===== src/rtl/caminho_pkg.sv =====
// Shared types and defaults for the path output stage.
// Holds the FSM encoding, default LIFO depth and index-width helper.
package caminho_pkg;

  typedef enum logic [1:0] {
    IDLE,
    CAPTURA,
    ENVIO
  } estado_t;

  localparam int MAX_CAMINHO_PADRAO = 64;

  function automatic int idx_w(input int depth);
    return (depth > 1) ? $clog2(depth) : 1;
  endfunction

endpackage


===== src/rtl/caminho_reverso_saida_pilha.sv =====
// LIFO storage for path nodes: one write port, async read below ptr.
// The pointer wraps in IDX_W bits, so ptr==depth reads the top entry.
module pilha_caminho
  import caminho_pkg::*;
#(
  parameter int ADDR_WIDTH  = 9,
  parameter int MAX_CAMINHO = MAX_CAMINHO_PADRAO,
  parameter int IDX_W       = idx_w(MAX_CAMINHO)
) (
  input  logic                  clk,
  input  logic                  we_i,
  input  logic [IDX_W-1:0]      ptr_i,
  input  logic [ADDR_WIDTH-1:0] wdata_i,
  output logic [ADDR_WIDTH-1:0] rdata_o
);

  logic [ADDR_WIDTH-1:0] mem_q [MAX_CAMINHO];
  logic [IDX_W-1:0]      rd_idx;

  assign rd_idx  = ptr_i - IDX_W'(1);
  assign rdata_o = mem_q[rd_idx];

  always_ff @(posedge clk) begin
    if (we_i) mem_q[ptr_i] <= wdata_i;
  end

endmodule


===== src/rtl/caminho_reverso_saida.sv =====
// Captures path nodes destination-first and replays them source-first
// on a valid/ready stream, reporting path length and overflow.
module caminho_reverso_saida
  import caminho_pkg::*;
#(
  parameter int ADDR_WIDTH  = 9,
  parameter int MAX_CAMINHO = MAX_CAMINHO_PADRAO,
  parameter int CNT_WIDTH   = $clog2(MAX_CAMINHO + 1)
) (
  input  logic                  clk,
  input  logic                  rst,
  input  logic                  in_inicio,
  input  logic                  in_valid,
  input  logic [ADDR_WIDTH-1:0] in_addr,
  input  logic                  in_fim,
  output logic                  out_valid,
  output logic [ADDR_WIDTH-1:0] out_addr,
  output logic                  out_last,
  input  logic                  out_ready,
  output logic                  ocupado,
  output logic [CNT_WIDTH-1:0]  tamanho,
  output logic                  overflow
);

  localparam int IDX_W = idx_w(MAX_CAMINHO);

  estado_t               estado_q;
  logic [CNT_WIDTH-1:0]  ptr_q;
  logic [CNT_WIDTH-1:0]  tamanho_q;
  logic                  overflow_q;
  logic                  cheio;
  logic                  push;
  logic [ADDR_WIDTH-1:0] topo;

  assign cheio = (ptr_q == CNT_WIDTH'(MAX_CAMINHO));
  assign push  = (estado_q == CAPTURA) && in_valid
               && !in_inicio && !cheio;

  pilha_caminho #(
    .ADDR_WIDTH (ADDR_WIDTH),
    .MAX_CAMINHO(MAX_CAMINHO),
    .IDX_W      (IDX_W)
  ) u_pilha (
    .clk    (clk),
    .we_i   (push),
    .ptr_i  (ptr_q[IDX_W-1:0]),
    .wdata_i(in_addr),
    .rdata_o(topo)
  );

  always_ff @(posedge clk) begin
    if (rst) begin
      estado_q   <= IDLE;
      ptr_q      <= '0;
      tamanho_q  <= '0;
      overflow_q <= 1'b0;
    end else begin
      unique case (estado_q)
        IDLE: begin
          if (in_inicio) begin
            estado_q   <= CAPTURA;
            ptr_q      <= '0;
            tamanho_q  <= '0;
            overflow_q <= 1'b0;
          end
        end
        CAPTURA: begin
          if (in_inicio) begin
            ptr_q      <= '0;
            tamanho_q  <= '0;
            overflow_q <= 1'b0;
          end else begin
            if (push) begin
              ptr_q     <= ptr_q + CNT_WIDTH'(1);
              tamanho_q <= tamanho_q + CNT_WIDTH'(1);
            end else if (in_valid) begin
              overflow_q <= 1'b1;
            end
            // Same-cycle push counts before deciding emptiness.
            if (in_fim) begin
              if (ptr_q == '0 && !push) estado_q <= IDLE;
              else                      estado_q <= ENVIO;
            end
          end
        end
        ENVIO: begin
          if (in_inicio) begin
            estado_q   <= CAPTURA;
            ptr_q      <= '0;
            tamanho_q  <= '0;
            overflow_q <= 1'b0;
          end else if (out_ready) begin
            ptr_q <= ptr_q - CNT_WIDTH'(1);
            if (ptr_q == CNT_WIDTH'(1)) estado_q <= IDLE;
          end
        end
        default: estado_q <= IDLE;
      endcase
    end
  end

  assign out_valid = (estado_q == ENVIO);
  assign out_addr  = out_valid ? topo : '0;
  assign out_last  = out_valid && (ptr_q == CNT_WIDTH'(1));
  assign ocupado   = (estado_q != IDLE);
  assign tamanho   = tamanho_q;
  assign overflow  = overflow_q;

endmodule

===== config.mk =====
export PLATFORM = sky130hd
export DESIGN_NAME = caminho_reverso_saida
export DESIGN_NICKNAME = d
export VERILOG_FILES = /design/src/rtl/caminho_pkg.sv /design/src/rtl/caminho_reverso_saida_pilha.sv /design/src/rtl/caminho_reverso_saida.sv
export SDC_FILE = /design/constraint.sdc
export NUM_CORES = 1
export LEC_CHECK = 0
export ABC_AREA = 1
export BUFFER_PORTS_ARGS = -buffer_cell sky130_fd_sc_hd__clkbuf_2
export CAP_MARGIN = 20
export CORE_MARGIN = 5
export CORE_UTILIZATION = 35
export DETAILED_ROUTE_END_ITERATION = 6
export PLACE_DENSITY_LB_ADDON = 0.05
export SLEW_MARGIN = 15
export SYNTH_ARGS = -nofsm -noshare
export SYNTH_HDL_FRONTEND = slang
export SYNTH_SLANG_ARGS = --single-unit

===== constraint.sdc =====
create_clock -name clk -period 2.9 [get_ports clk]
set_clock_uncertainty 0.15 [all_clocks]
set_input_delay 0.58 -clock clk [delete_from_list [all_inputs] [get_ports clk]]
set_output_delay 0.58 -clock clk [all_outputs]
set_load 0.02 [all_outputs]

**After elaboration in Yosys (flattened, before gate mapping)**

Memories as Yosys holds them, arrays and structs flattened.
Index checks and enable logic that the tools add are counted.

- $add $sub $neg: 4
- Equal/unequal tests: 13
- Multiplexer cells: 25
- Reductions and logical operators: 18

Operators with widths:

| kind | count |
|---|---|
| 7-bit 2-to-1 mux | 7 |
| 7-bit one-hot mux with 3 select lines | 1 |
| 7-bit by 1-bit adder with 7-bit output (second input constant) | 2 |
| 2-bit 2-to-1 mux | 7 |
| 7-bit one-hot mux with 2 select lines | 1 |
| 9-bit 2-to-1 mux | 1 |
| 3-bit inequality test (second input constant) | 3 |
| 4-bit AND reduction | 2 |
| 7-bit by 1-bit == test with 1-bit output (second input constant) | 1 |
| 7-bit == test (second input constant) | 1 |
| 7-bit zero test | 1 |
| 7-bit by 1-bit subtractor with 7-bit output (second input constant) | 1 |
| 1-bit 2-to-1 mux | 6 |
| 2-bit inequality test (second input constant) | 3 |
| 3-bit by 2-bit inequality test with 1-bit output (second input constant) | 2 |
| 2-bit one-hot mux with 3 select lines | 1 |
| 6-bit by 1-bit subtractor with 6-bit output (second input constant) | 1 |
| 1-bit logical AND | 5 |
| 5-bit AND reduction | 1 |
| 2-bit nonzero test | 2 |
| 1-bit zero test | 3 |
| 3-bit AND reduction | 1 |
| 3-bit nonzero test | 1 |
| 2-bit by 1-bit == test with 1-bit output (second input constant) | 1 |
| 5 further kinds | 5 |

- Flip-flop bits (word level): 17
- Bits in writable memories: 576
- Output and inout bits: 20
- Word-level logic and storage cells: 65
- Memories: 1

Memory list:

| name | depth | width | rd ports | clocked after Yosys merged registers in | write ports | RTL line | source |
|---|---|---|---|---|---|---|---|
| u_pilha.mem_q | 64 | 9 | 1 | 0 | 1 | caminho_reverso_saida_pilha.sv:17 | `logic [ADDR_WIDTH-1:0] mem_q [MAX_CAMINHO];` |

**Longest topological paths before layout**

Gate-level depths: netlist of run 1.

- Depth after elaboration: 10
- Gate-level depth with buffers: 16
- Gate-level depth less buffers: 12

**By module**

Synthesis of run 1 repeated with hierarchy kept, for this count alone.

- Cell total of the unflattened synthesis: 2522
- Area total of the unflattened synthesis: 25826.0 µm²

Modules (own cells, without submodules):

| module | times used | cells an instance | area an instance (µm²) | sequential area each (µm²) |
|---|---|---|---|---|
| pilha_caminho | 1 | 2285 | 24380.9 | 17296.6 |
| caminho_reverso_saida | 1 | 237 | 1445.1 | 340.3 |

**Worst setup path before layout of run 1**

No wires, ideal clock.

- Path kind: register -> output
- From: reg ptr_q[0]
- To: out out_addr[5]
- Arrival: 2.229 ns
- Data required time: 2.170 ns
- Setup slack: -0.059 ns
- Cell stages (with the launch flop): 15
- Path buffers: 5
- Cells stage by stage: dfxtp_1 buf_6 inv_4 buf_4 buf_4 ha_1 buf_2 clkbuf_1 nand3_1 nand3_1 nand3_1 nand3_1 nand3_1 nand2_1 nor2_1

- Cells in the longest elaborated chain, start to end: 3

Ends and longest elaborated chain:

| element | RTL line | source |
|---|---|---|
| start: declaration | caminho_reverso_saida.sv:28 | `logic [CNT_WIDTH-1:0] ptr_q;` |
| start signal: assignment | caminho_reverso_saida.sv:74 | `ptr_q <= ptr_q + CNT_WIDTH'(1);` |
| start signal: assignment | caminho_reverso_saida.sv:93 | `ptr_q <= ptr_q - CNT_WIDTH'(1);` |
| 6-bit by 1-bit subtractor with 6-bit output | caminho_reverso_saida_pilha.sv:20 | `assign rd_idx = ptr_i - IDX_W'(1);` |
| memory 64 x 9 bit | -- |  |
| 9-bit 2-to-1 mux | caminho_reverso_saida.sv:103 | `assign out_addr = out_valid ? topo : '0;` |
| end: declaration | caminho_reverso_saida.sv:17 | `output logic [ADDR_WIDTH-1:0] out_addr,` |

No other way between the ends.

**Worst setup path after layout of run 1**

- From: reg ptr_q[0]
- To: out out_addr[0]

The elaborated chain is that of the path after synthesis.

==> results.yml, run 1 <==
run_status:
  outcome: "complete, but fails checks"
  violations: "setup timing"
run:
  max_cap_viol_count: 0
worst_setup_path:
  arrival_ns: 2.72
  required_ns: 2.17
  critical-path-max-stage-delay_ns: 0.38
  r2r_cells: 10
  slowest_stage: "dfxtp_4"
  critPathLaunchType: "register"
  r2r_slack_ns: 0.32
  cp_cell_sequence: "inv_8 -> ha_4 -> buf_6 -> buf_12 -> clkbuf_16 -> nand3_2 -> nand3_4 -> nand3_4 -> nand3_4 -> nand3_4 -> nand2_4 -> nor2_4 -> clkbuf_8"
  path_common_cell: "nand3_4"
  cp_max_fo: 7
  r2r_start: "estado_q[1]$_SDFFE_PP0P_"
  cp-end-kind: "output port"
  r2r_end: "u_pilha.mem_q[20][5]$_DFFE_PP_"
  crit_type: "register to output port"
drt:
  vias: 17393
  routed_wl_um: 82400
  drc: 0
  ant_nets: 0
  wl_per_cell_um: 24.5
  first_pass_iters: 5
  drt_iter0_markers: 1570
  via_per_inst: 5.16
logic_synthesis:
  synth-xor-area-share: 0.00324
  synth_common_cells: "nand2_1, edfxtp_1, nand3_1"
  ys_async_sr_fraction: 0
  synth_seq_area_share: 0.714
  netlist_area_um2: 24700
  synth_warnings: 0
  synth.distinct_cells: 36
  synth.area.mux_share: 0
  synth_adder_area_share: 0.00456
  synthCells: 2147
  yosys.area_share.simple: 0.237
  synth_edf_count: 576
  synth_area_leaders: "edfxtp_1, nand3_1, nand2_1"
  yosysTopAreaCell: "edfxtp_1"
  ys_ff_latch: 593
  synth_nets: 2171
  synth_top_area_frac: 0.701
  avgSynthCellArea_um2: 11.5
  synthFlopType: "edfxtp_1"
  synth.most_common_cell: "nand2_1"
  synth_top_family_by_area: "simple AND/OR/NAND/NOR gates"
  synth_compound_area_frac: 0.00791
pwr:
  power.total_mw: 32.6
  p_per_area_nw_per_um2: 1010
  p_leak_nw: 11.7
  vdd_drop_max_v: 0.000437
floorplan:
  core_um2: 70000
  die_area_um2: 75900
  fp-row-count: 97
  start_util: 0.353
  fp.dieH_um: 276
  die_x_um: 276
  ios: 35
clock_network:
  clk_latency_ns: 0.61
  h-tree-depth: 3
  cts_made_buffers: 69
  cts_max_path_buffers: 3
  path_clk_slew_ns: 0.06
  cts_tree: "built"
  cts.sinks: 593
  cts_root_buf: "clkbuf_16"
placed_design:
  postPlaceCellArea_um2: 27300
  dp_slack_ns: -0.349
  dp_cells: 3190
  hpwl_um: 47900
  io_buffer_count: 34
  gp_congestion: 0.867
sta:
  finalSetupViolations: 9
  max_freq_mhz: 290
  tightest_slew_ns: 0.736
  hold_viol: 0
  whs_ns: 0.181
  setup_tns_ns: -4.77
  rsz0062_at_grt: "yes"
  drv_slew: 0
  worst_slack_ns: -0.554
  post-route-period-util: 1.19
  period_needed_ns: 3.45
  slew_headroom: 0.509
global_routing:
  grt_pass1_wl_um: 120000
  grtUsageTotal: 0.214
  overflow: 0
  grt_pass1_vias: 17329
  antenna_found_initial: 0
  grt_max_degree: 65
cells_and_area:
  final_cell_area_um2: 32300
  post-route-util: 0.461
  stdcell_count: 3369
  nNetsFinal: 2396
  area.growth.synth_to_final_pct: 30.8
  drive_gt1_frac: 0.262
hold_path:
  min-delay-start: "in_valid"
  hold_end: "overflow$_SDFFE_PP0P_"
  hold_path.class: "input port to register"
  holdPathStages: 3
[report_power, final]
part	total, mW	internal, mW	switching (mW)	leakage (nW)
Combinational	14.4	5.59	8.78	5.26
Clock	8.69	5.14	3.55	1.11
Sequential	9.50	9.45	0.0448	5.31
[how the worst max path moves through the flow]
stage,end,startpoint
global route,out_addr[0],ptr_q[0]$_SDFFE_PP0P_
finish,out_addr[0],ptr_q[0]$_SDFFE_PP0P_
CTS,out_addr[8],ptr_q[0]$_SDFFE_PP0P_
floorplan,out_addr[3],ptr_q[0]$_SDFFE_PP0P_
detailed placement,out_addr[0],ptr_q[0]$_SDFFE_PP0P_
global placement,out_addr[8],ptr_q[0]$_SDFFE_PP0P_
[registers in the layout (all words and copies together), names as in the netlist]
register,cells
estado_q,2
overflow,1
ptr_q,7
tamanho,7
u_pilha.mem_q,576
[logic make-up (layout without fill, tap and decap cells)]
kind of cell    Yosys count  after routing
buf+inv                 158            438
other cells               0              2
fa+ha+maj                 9              9
xor+xnor                  7              7
compound gates           36             36
flops                   593            593
simple gates           1344           1344
[layout by cell type (no fill, tap or decap), types with 3 or more instances in the layout]
| cell | count |
|---|---|
| xor2_1 | 5 |
| buf_2 | 6 |
| nor2_2 | 11 |
| nand4_1 | 9 |
| clkinv_2 | 19 |
| edfxtp_1 | 576 |
| nor2_1 | 84 |
| o21ai_1 | 3 |
| clkbuf_1 | 9 |
| dfxtp_1 | 14 |
| nand2_2 | 14 |
| nand2_4 | 14 |
| buf_16 | 22 |
| inv_1 | 22 |
| clkinv_1 | 12 |
| nand2_1 | 635 |
| ha_1 | 6 |
| nand3_1 | 379 |
| nand3_4 | 49 |
| bufinv_16 | 7 |
| buf_8 | 11 |
| clkbuf_16 | 77 |
| inv_2 | 3 |
| nand3_2 | 128 |
| clkbuf_8 | 5 |
| o21ai_0 | 10 |
| inv_6 | 8 |
| nor2_4 | 16 |
| bufbuf_16 | 6 |
| buf_4 | 157 |
| buf_12 | 34 |
| buf_6 | 14 |
| clkbuf_2 | 18 |
| a21oi_1 | 16 |
[repair_timing]
action / CTS / global route
pin swaps: 51 / 69
gates resized for setup: 231 / 164
buffers inserted: 17 / 12
cloned: 17 / 6
endpoints found under the setup margin: 10 / 10
hold buffers: 0 / 0
[layer usage]
metal  GRT usage  part of all wire  vias up
li1            -                 -     8077
met1       0.308              0.46     8775
met2       0.338              0.47      443
met3      0.0320             0.048       98
met4      0.0608             0.020        0
met5           0                 0        -
[layout make-up]
type	instances	area, um2
Antenna cell	2	5.00
Clock buffer	81	1820
Clock inverter	45	414
Fill cell	6386	37700
Inverter	32	163
Multi-Input combinational cell	1396	7750
Sequential cell	593	17600
Tap cell	940	1180
Timing Repair Buffer	279	3320
Timing Repair inverter	1	8.76
[critical path: cells and delay by family, from the launching register on]
family / cells / cell delay (ns)
buffers and inverters: 5 / 0.69
adder cells (fa/ha/maj): 1 / 0.37
flip-flops: 1 / 0.38
AND/OR/NAND/NOR: 7 / 0.68
Note: power is estimated with default switching activity, not from simulation.
==> inputs of run 2 (changes only) <==
--- a/config.mk
+++ b/config.mk
@@ -8,7 +8,6 @@
 export ABC_AREA = 1
 export BUFFER_PORTS_ARGS = -buffer_cell sky130_fd_sc_hd__clkbuf_2
 export CAP_MARGIN = 20
-export CORE_MARGIN = 5
 export CORE_UTILIZATION = 35
 export DETAILED_ROUTE_END_ITERATION = 6
 export PLACE_DENSITY_LB_ADDON = 0.05
==> run 2 against run 1 <==
Against the previous run:
- the flow still finishes with violations (setup timing)
- total power is 0.86% lower
- largest cell class unchanged
- worst setup slack worse by 0.027 ns
- global-route usage is 1.3 points higher
- sequential share of layout area is 0.46 points higher
- combinational power hardly changed
- flip-flop and latch count stayed put
- first-iteration DRC count is 15% lower
- register-to-register slack worse by 0.06 ns
- largest power group unchanged
- via count is 1.1% lower
- core utilization is 0.31 points lower
- clock-buffer cell count is 11 higher
- clock power is 1% lower
==> results.yml, run 2 (synthesis gave the netlist of run 1 again) <==
cells_and_area:
  n_fill_cell: 6465
  multiInputGateArea_um2: 7380
  final_cell_mix: "nand2_1, edfxtp_1, nand3_1"
  mostFrequentLayoutCell: "nand2_1"
  area.growth.synth_to_final_pct: 29.7
  antennaDiodeCount: 0
  nNetsFinal: 2390
  post-route-util: 0.458
  largest-register: "u_pilha.mem_q"
  seqCellArea_um2: 17600
  drive_gt1_frac: 0.251
  largest_register_ffs: 576
  final_cell_area_um2: 32000
sta:
  slew_headroom: 0.592
  setup_tns_ns: -4.63
  drv_slew: 0
  finalSetupViolations: 9
  rsz0062_at_grt: "yes"
  period_needed_ns: 3.48
  worst_slack_ns: -0.581
  max_freq_mhz: 287
  hold_viol: 0
  tightest_slew_ns: 0.611
  post-route-period-util: 1.20
worst_setup_path:
  crit_family: "simple AND/OR/NAND/NOR gates"
  crit_type: "register to output port"
  r2r_cells: 10
  crit_buf_inv: 6
  cp_cell_sequence: "inv_8 -> ha_4 -> inv_8 -> buf_12 -> buf_12 -> buf_12 -> nand3_1 -> nand3_1 -> nand3_1 -> nand3_1 -> nand2_1 -> nor2_4 -> nor2_4 -> clkbuf_8"
  cp-end-kind: "output port"
  r2r_slack_ns: 0.26
  slowest_stage: "dfxtp_4"
  crit_cells: 14
  arrival_ns: 2.75
  path_common_cell: "nand3_1"
  required_ns: 2.17
  cp_max_fo: 7
  critical-path-max-stage-delay_ns: 0.38
  critPathLaunchType: "register"
drt:
  drt_iter0_markers: 1334
  vias: 17206
  ant_nets: 0
  first_pass_iters: 5
  drc: 0
  via_per_inst: 5.13
  routed_wl_um: 82100
  wl_per_cell_um: 24.5
global_routing:
  grt_pass1_vias: 16955
  grt_pass1_wl_um: 117000
  grt_max_degree: 65
  overflow: 0
  antenna_found_initial: 0
  grtUsageTotal: 0.226
floorplan:
  core_um2: 69900
  fp-row-count: 97
  ios: 35
  die_x_um: 268
  fp.dieH_um: 268
  die_area_um2: 71600
  start_util: 0.353
hold_path:
  holdPathStages: 3
  hold_path.class: "input port to register"
clock_network:
  cts_max_path_buffers: 3
  h-tree-depth: 3
  path_clk_slew_ns: 0.06
  hold_buffers: 0
  cts.sinks: 593
  cts_tree: "built"
  clk_latency_ns: 0.61
  cts_made_buffers: 68
  cts_root_buf: "clkbuf_16"
pwr:
  p_leak_nw: 11.7
  p_per_area_nw_per_um2: 1010
  vdd_drop_max_v: 0.000480
placed_design:
  io_buffer_count: 34
  postPlaceCellArea_um2: 27300
  gp_congestion: 0.828
  hpwl_um: 46700
run_status:
  outcome: "complete, but fails checks"
  violations: "setup timing"
run:
  max_cap_viol_count: 0
-- run 2: path summary, 6_finish.rpt --
| kind | from | endpoint |
|---|---|---|
| setup / recovery | ptr_q[0]$_SDFFE_PP0P_ | out_addr[0] |
| hold / removal | in_valid | overflow$_SDFFE_PP0P_ |
| setup reg to reg | estado_q[1]$_SDFFE_PP0P_ | u_pilha.mem_q[55][2]$_DFFE_PP_ |
| hold reg to reg | overflow$_SDFFE_PP0P_ | overflow$_SDFFE_PP0P_ |
-- run 2: repair_timing --
action                                  4_1_cts  5_1_grt
buffers inserted                             11       17
hold endpoints to repair                      0        0
pin swaps                                    34       59
resized for setup                           176      137
endpoints found under the setup margin        9        9
cloned                                       16       17
-- run 2: area by class of cell --
cell class | instances | area share
Clock buffer | 92 | 0.0586
Clock inverter | 29 | 0.00977
Inverter | 32 | 0.00473
Multi-Input combinational cell | 1396 | 0.230
Sequential cell | 593 | 0.551
Tap cell | 940 | 0.0367
Timing Repair Buffer | 275 | 0.109
-- run 2: where the power goes --
| part | internal, mW | total (mW) | switching (mW) |
|---|---|---|---|
| clock | 5.08 | 8.60 | 3.52 |
| sequential | 9.45 | 9.49 | 0.0418 |
| combinational | 5.72 | 14.2 | 8.46 |
-- run 2: per-layer routing --
metal  wire length [um]  GRT usage  vias up
met5                  0          0        -
met1              36900      0.308     8688
met2              40400      0.377      370
met3               2990     0.0298       95
met4               1800     0.0635        0
li1                   -          -     8053
-- run 2: worst register-to-register path: stages (launching register included) --
cell and delay [ns]:
dfxtp_1 0.33, inv_1 0.10, ha_1 0.25, nand2_1 0.07, nor2_1 0.13, nand2_2 0.07
inv_1 0.23, nand2_1 0.31, buf_4 0.26, nor2_1 0.21, buf_4 0.25
-- run 2: stage by stage --
stage	setup WS [ns]	hold slack [ns]	instances	power, mW
floorplan	0.0140	0.355	2147	14.9
global route	-0.661	0.177	3357	33.6
CTS	-0.599	0.150	3324	30.4
detailed placement	-0.200	0.303	3176	19.2
finish	-0.581	0.165	3357	32.3
global placement	-0.212	0.305	3176	19.3
